### src/rtl/mmio_io_responder_if.sv
// Bus bundle for the MMIO responder: the CPU memory-side strobes and data,
// plus the producer (RX) and consumer (TX) byte streams.
interface mmio_io_responder_if;
  logic [3:0] address;
  logic       read;
  logic       write;
  logic [7:0] data_in;
  logic [7:0] data_out;
  logic       hit;
  logic [7:0] in_data;
  logic       in_valid;
  logic       in_ready;
  logic [7:0] out_data;
  logic       out_valid;
  logic       out_ready;

  // The responder side: sees the CPU strobes and the producer/consumer inputs.
  modport slave (
    input  address, read, write, data_in, in_data, in_valid, out_ready,
    output data_out, hit, in_ready, out_data, out_valid
  );

  // The driving side: CPU, producer and consumer lumped together.
  modport master (
    output address, read, write, data_in, in_data, in_valid, out_ready,
    input  data_out, hit, in_ready, out_data, out_valid
  );
endinterface

### src/rtl/mmio_io_responder.sv
// Memory-mapped I/O responder. A data port pops an RX FIFO on read and loads a
// TX holding register on write; a status port reports FIFO/TX state and lets
// the CPU clear the sticky error flags. Accesses fire once per strobe assertion.
module mmio_io_responder #(
  parameter logic [3:0] DATA_ADDR  = 4'hF,
  parameter logic [3:0] STAT_ADDR  = 4'hE,
  parameter int         FIFO_DEPTH = 4
) (
  input logic             clock,
  input logic             reset,
  mmio_io_responder_if.slave bus
);

  localparam int PTR_W = (FIFO_DEPTH > 1) ? $clog2(FIFO_DEPTH) : 1;
  localparam int CNT_W = PTR_W + 1;

  logic             read_q;
  logic             write_q;
  logic [PTR_W-1:0] rd_ptr;
  logic [PTR_W-1:0] wr_ptr;
  logic [CNT_W-1:0] count;
  logic [7:0]       fifo_mem [FIFO_DEPTH];
  logic             tx_overflow;
  logic             rx_underflow;
  logic [7:0]       out_data_r;
  logic             out_valid_r;

  logic       hit_data;
  logic       hit_stat;
  logic       read_fire;
  logic       write_fire;
  logic       rx_empty;
  logic       rx_full;
  logic       push;
  logic       pop;
  logic       consume;
  logic [3:0] count_ext;
  logic [2:0] rx_count;
  logic [7:0] status;

  assign hit_data = (bus.address == DATA_ADDR);
  assign hit_stat = (bus.address == STAT_ADDR);
  assign bus.hit  = hit_data | hit_stat;

  // A simultaneous write wins, so a read only fires when write is low.
  assign read_fire  = bus.read & ~read_q & ~bus.write;
  assign write_fire = bus.write & ~write_q;

  assign rx_empty = (count == '0);
  assign rx_full  = (count == CNT_W'(FIFO_DEPTH));
  assign push     = bus.in_valid & ~rx_full;
  assign pop      = read_fire & hit_data & ~rx_empty;
  assign consume  = out_valid_r & bus.out_ready;

  assign bus.in_ready  = ~rx_full;
  assign bus.out_data  = out_data_r;
  assign bus.out_valid = out_valid_r;

  // Count field is only three bits wide, so a depth-8 FIFO saturates at 7.
  assign count_ext = 4'(count);
  assign rx_count  = (count_ext > 4'd7) ? 3'd7 : count_ext[2:0];
  assign status    = {rx_count, rx_underflow, tx_overflow, out_valid_r,
                      rx_full, ~rx_empty};

  // Read data is combinational and forced to zero unless a decoded read is active.
  always_comb begin
    bus.data_out = 8'h00;
    if (bus.read) begin
      if (hit_data) begin
        bus.data_out = rx_empty ? 8'h00 : fifo_mem[rd_ptr];
      end else if (hit_stat) begin
        bus.data_out = status;
      end
    end
  end

  // Strobe history used to turn level strobes into single-shot access events.
  always_ff @(posedge clock or posedge reset) begin
    if (reset) begin
      read_q  <= 1'b0;
      write_q <= 1'b0;
    end else begin
      read_q  <= bus.read;
      write_q <= bus.write;
    end
  end

  // RX storage; contents are don't-care while the pointers say empty.
  always_ff @(posedge clock) begin
    if (push) begin
      fifo_mem[wr_ptr] <= bus.in_data;
    end
  end

  // RX pointers and occupancy; power-of-two depth lets the pointers wrap naturally.
  always_ff @(posedge clock or posedge reset) begin
    if (reset) begin
      rd_ptr <= '0;
      wr_ptr <= '0;
      count  <= '0;
    end else begin
      if (push) begin
        wr_ptr <= wr_ptr + PTR_W'(1);
      end
      if (pop) begin
        rd_ptr <= rd_ptr + PTR_W'(1);
      end
      case ({push, pop})
        2'b10:   count <= count + CNT_W'(1);
        2'b01:   count <= count - CNT_W'(1);
        default: count <= count;
      endcase
    end
  end

  // TX holding register; a same-edge consume makes room for the incoming byte.
  always_ff @(posedge clock or posedge reset) begin
    if (reset) begin
      out_data_r  <= 8'h00;
      out_valid_r <= 1'b0;
    end else begin
      if (write_fire && hit_data && (!out_valid_r || consume)) begin
        out_data_r  <= bus.data_in;
        out_valid_r <= 1'b1;
      end else if (consume) begin
        out_valid_r <= 1'b0;
      end
    end
  end

  // Sticky error flags, set by bad accesses and cleared by a status write with bit0 set.
  always_ff @(posedge clock or posedge reset) begin
    if (reset) begin
      tx_overflow  <= 1'b0;
      rx_underflow <= 1'b0;
    end else begin
      if (write_fire && hit_stat && bus.data_in[0]) begin
        tx_overflow  <= 1'b0;
        rx_underflow <= 1'b0;
      end else begin
        if (write_fire && hit_data && out_valid_r && !consume) begin
          tx_overflow <= 1'b1;
        end
        if (read_fire && hit_data && rx_empty) begin
          rx_underflow <= 1'b1;
        end
      end
    end
  end

endmodule

### src/flat_wrapper.sv
// flat-port wrapper written by rule: the top's interface ports become plain ports
module mmio_io_responder_flat 
#(
  parameter logic [3:0] DATA_ADDR  = 4'hF,
  parameter logic [3:0] STAT_ADDR  = 4'hE,
  parameter int         FIFO_DEPTH = 4
)
  (clock, reset, bus_address, bus_read, bus_write, bus_data_in, bus_in_data, bus_in_valid, bus_out_ready, bus_data_out, bus_hit, bus_in_ready, bus_out_data, bus_out_valid);
  mmio_io_responder_if bus_i ();
  input logic clock;
  input logic reset;
  input wire logic [$bits(bus_i.address)-1:0] bus_address;
  input wire logic [$bits(bus_i.read)-1:0] bus_read;
  input wire logic [$bits(bus_i.write)-1:0] bus_write;
  input wire logic [$bits(bus_i.data_in)-1:0] bus_data_in;
  input wire logic [$bits(bus_i.in_data)-1:0] bus_in_data;
  input wire logic [$bits(bus_i.in_valid)-1:0] bus_in_valid;
  input wire logic [$bits(bus_i.out_ready)-1:0] bus_out_ready;
  output wire logic [$bits(bus_i.data_out)-1:0] bus_data_out;
  output wire logic [$bits(bus_i.hit)-1:0] bus_hit;
  output wire logic [$bits(bus_i.in_ready)-1:0] bus_in_ready;
  output wire logic [$bits(bus_i.out_data)-1:0] bus_out_data;
  output wire logic [$bits(bus_i.out_valid)-1:0] bus_out_valid;
  assign bus_i.address = bus_address;
  assign bus_i.read = bus_read;
  assign bus_i.write = bus_write;
  assign bus_i.data_in = bus_data_in;
  assign bus_i.in_data = bus_in_data;
  assign bus_i.in_valid = bus_in_valid;
  assign bus_i.out_ready = bus_out_ready;
  assign bus_data_out = bus_i.data_out;
  assign bus_hit = bus_i.hit;
  assign bus_in_ready = bus_i.in_ready;
  assign bus_out_data = bus_i.out_data;
  assign bus_out_valid = bus_i.out_valid;
  mmio_io_responder #(.DATA_ADDR(DATA_ADDR), .STAT_ADDR(STAT_ADDR), .FIFO_DEPTH(FIFO_DEPTH)) u_core (.clock(clock), .reset(reset), .bus(bus_i));
endmodule
### config.mk
export PLATFORM = sky130hd
export DESIGN_NAME = mmio_io_responder_flat
export DESIGN_NICKNAME = d
export VERILOG_FILES = /design/src/rtl/mmio_io_responder_if.sv /design/src/rtl/mmio_io_responder.sv /design/src/flat_wrapper.sv
export SDC_FILE = /design/constraint.sdc
export NUM_CORES = 1
export LEC_CHECK = 0
export ABC_CLOCK_PERIOD_IN_PS = 2300
export CORE_ASPECT_RATIO = 0.5
export CORE_MARGIN = 5
export CORE_UTILIZATION = 46
export CTS_CLUSTER_DIAMETER = 40
export DETAILED_ROUTE_END_ITERATION = 12
export GPL_TIMING_DRIVEN = 0
export PLACE_DENSITY = 0.74
export SLEW_MARGIN = 40
export SYNTH_ARGS = -nofsm -noshare
export SYNTH_HDL_FRONTEND = slang
export SYNTH_SLANG_ARGS = --single-unit
### constraint.sdc
create_clock -name clock -period 2.3 [get_ports clock]
set_input_delay 0.23 -clock clock [delete_from_list [all_inputs] [get_ports clock]]
set_output_delay 0.23 -clock clock [all_outputs]
set_load 0.005 [all_outputs]
==> results.sh <==
export IMPL_grt_pass1_wl_um=8183
export IMPL_multi_input_area_um2=859.6
export IMPL_drt_first_pass_iters=4
export IMPL_grt_util_all_layers_pct=15.97
export IMPL_regArea_um2=1465
export IMPL_die_y_um=60.32
export IMPL_drv_slew=0
export IMPL_dp_hpwl_um=3450
export IMPL_crit_type="in -> out"
export IMPL_start_util_pct=47.45
export IMPL_ys_ff_latch=52
export IMPL_crit_family="buffers and inverters"
export IMPL_portBuffers=44
export IMPL_period_minus_slack_ns=2.226
export IMPL_syn_area_um2=2330
export IMPL_diodes=0
export IMPL_drc=0
export IMPL_setup_worst_path_end_class="output pin"
export IMPL_maxCapViolations=0
export IMPL_worstMarginPinSlew_ns=0.4684
export IMPL_wire_per_inst_um=17.72
export IMPL_fp_row_count=18
export IMPL_insertion_delay_ns=0.30
export IMPL_cp_arrival_ns=2.00
export IMPL_clk_pin_slew_ns=0.09
export IMPL_die_x_um=110.6
export IMPL_synthesis_nets=196
export IMPL_cts_buffer_depth=2
export IMPL_crit_slowest_cell="clkdlybuf4s50_1"
export IMPL_fin_nets=253
export IMPL_cpPeakStageDelay_ns=0.49
export IMPL_cp_required_ns=2.07
export IMPL_routed_wl_um=5175
export IMPL_vias=1520
export IMPL_grt_pass1_vias=1558
export IMPL_core_area_um2=4910
export IMPL_clock_sinks=52
export IMPL_overflow=0
export IMPL_finalPower_mw=2.728
export IMPL_p_leak_nw=1.363
export IMPL_dp_slack_ns=-0.3030
export IMPL_synthFlopType="edfxtp_1"
export IMPL_design_die_area_um2=6674
export IMPL_async_flop_share_pct=38.46
export IMPL_peakVddDrop_uv=332.2
export IMPL_synth_edf_count=32
export IMPL_drive_gt1_share_pct=22.07
export IMPL_drtIter0Drc=56
export IMPL_antenna_found_initial=0
export IMPL_synth_warnings=0
export IMPL_worstSetupStartpointType="primary input"
export IMPL_cp_max_fo=4
export IMPL_timing_fmax_mhz=449.2
export IMPL_path_cells="clkdlybuf4s50_1, nand4_1, buf_4, buf_2, buf_4, a2111oi_2, a211oi_1, dlymetal6s2s_1"
export IMPL_cts_htree_levels=2
export IMPL_numCtsBuffers=5
export IMPL_cts_tree="built"
export IMPL_synth_cell_types=37
export IMPL_place_congestion=0.7985
export IMPL_synthTopCellsByArea="edfxtp_1 41%, dfrtp_1 21%, mux2_2 4.4%, mux2i_1 3.4%, ha_1 2.7%"
export IMPL_antenna_left=0
export IMPL_power_density_nw_per_um2=868.2
export IMPL_fin_crit_sh_pct=96.80
export IMPL_setup_violations=0
export IMPL_cts_root_buffer="clkbuf_8"
export IMPL_synthCells=164
export IMPL_status="finished clean"
export IMPL_num_io_pins=45
export IMPL_grt_max_degree=21
export IMPL_area_growth_syn_to_layout_pct=34.85
export IMPL_holdBufCountCts=0
export IMPL_synth_top_area_share_pct=41.25
export IMPL_whs_ns=0.2374
export IMPL_rsz0062_at_grt="no"
export IMPL_setup_ws_ns=0.07359
export IMPL_yosysSeqAreaShare_pct=62.73
export IMPL_worstPathBufferInverterCount=5
export IMPL_synth_top_area_cell="edfxtp_1"
export IMPL_slew_headroom_pct=68.77
export IMPL_crit_path_frequent_cell="buf_4"
export IMPL_hold_class="in -> async"
export IMPL_fill_cells=379
export IMPL_fin_skew_ns=0.007172
export IMPL_hold_violations=0
export IMPL_post_drt_via_cell_ratio=5.205
export IMPL_synth_avg_cell_area_um2=14.21
-- cell families (layout without fill, tap and decap cells) --
family / Yosys count / count (layout) / synth area share (%)
flops: 52 / 52 / 62.73
compound gates: 32 / 32 / 9.936
simple gates: 30 / 30 / 8.862
buf+inv: 20 / 78 / 3.921
mux: 18 / 18 / 8.754
fa+ha+maj: 6 / 6 / 3.545
xor+xnor: 6 / 6 / 2.256
-- path summary, 6_finish.rpt --
check | depth (start not counted) | from | to | slack (ns)
worst min-delay path | 2 | reset | u_core.bus.out_data[6] | 0.24
max in group asynchronous | 2 | reset | u_core.rd_ptr[0] | 1.74
min in group clock | 1 | bus_read | u_core.read_q | 0.43
worst max-delay path | 8 | bus_address[0] | bus_data_out[2] | 0.07
worst max register to register | 8 | u_core.read_q | u_core.count[2] | 0.20
worst min register to register | 1 | u_core.bus.out_data[5] | u_core.bus.out_data[5] | 0.51
-- cells in the final DEF, fill, tap and decap left out, drive strengths merged, types with 4 or more instances in the layout --
cell | synthesis | layout
buf | 7 | 13
edfxtp | 32 | 32
a21o | 7 | 7
a2111oi | 7 | 7
ha | 5 | 5
nor2b | 8 | 8
clkdlybuf4s50 | 0 | 33
mux2i | 8 | 8
dfrtp | 20 | 20
and2 | 4 | 4
mux2 | 9 | 9
a211oi | 7 | 7
inv | 11 | 11
nor3b | 4 | 4
clkbuf | 2 | 7
o21ai | 7 | 7
dlymetal6s2s | 0 | 10
-- cell usage after synthesis, types with 2 or more instances --
| cell | number |
|---|---|
| o21ai_0 | 7 |
| nor2b_1 | 8 |
| a2111oi_0 | 7 |
| clkbuf_1 | 2 |
| ha_1 | 5 |
| mux2i_1 | 8 |
| buf_2 | 4 |
| nor4_1 | 2 |
| nor2_1 | 3 |
| a211oi_1 | 7 |
| xnor2_1 | 3 |
| dfrtp_1 | 20 |
| xor2_1 | 3 |
| edfxtp_1 | 32 |
| inv_1 | 11 |
| a21o_1 | 7 |
| and2_1 | 4 |
| and4_1 | 2 |
| nor3b_1 | 3 |
| mux2_2 | 9 |
-- report_power, final --
part / leakage, nW / total, mW / switching [mW] / internal [mW]
sequential: 0.541 / 1.33 / 0.115 / 1.21
clock: 0.0558 / 0.622 / 0.299 / 0.323
combinational: 0.766 / 0.779 / 0.397 / 0.382
-- state kept, by name, summed over array words and instances, names as in the netlist --
| name | flops |
|---|---|
| u_core.wr_ptr | 2 |
| u_core.tx_overflow | 1 |
| u_core.count | 3 |
| u_core.bus.out_valid | 1 |
| u_core.fifo_mem | 32 |
| u_core.rd_ptr | 2 |
| u_core.rx_underflow | 1 |
| u_core.bus.out_data | 8 |
| u_core.read_q | 1 |
| u_core.write_q | 1 |
-- area by class of cell --
type | count | share of cell area, %
Sequential cell | 52 | 46.64
Inverter | 11 | 1.314
Multi-Input combinational cell | 92 | 27.36
Clock buffer | 5 | 2.190
Buffer | 7 | 1.752
Timing Repair Buffer | 52 | 16.61
Clock inverter | 3 | 1.354
Tap cell | 70 | 2.788
-- per-stage QoR --
| stage | instances | instance area [um^2] | util, % | setup TNS, ns |
|---|---|---|---|---|
| after floorplan | 164 | 2330 | - | 0 |
| after global placement | 278 | 2858 | 58.21 | -0.7886 |
| after detailed placement | 278 | 2858 | 58.21 | -1.015 |
| after CTS | 287 | 3034 | 61.80 | 0 |
| after global routing | 292 | 3142 | 63.99 | 0 |
| final | 292 | 3142 | 63.99 | 0 |
-- timing repair --
action                     4_1_cts  5_1_grt
pin swaps                        1        1
gates cloned                     0        1
setup buffers                    3        4
resized for setup               20       19
setup endpoints to repair        8        8
-- layer usage --
metal,up-vias,GRT usage (%),part of all wire (%)
li1,718,-,-
met1,736,20.96,46
met2,61,26.29,47
met3,5,4.449,6.6
met4,0,5.439,0.81
met5,-,0,0
(Power assumes the default switching activity.)
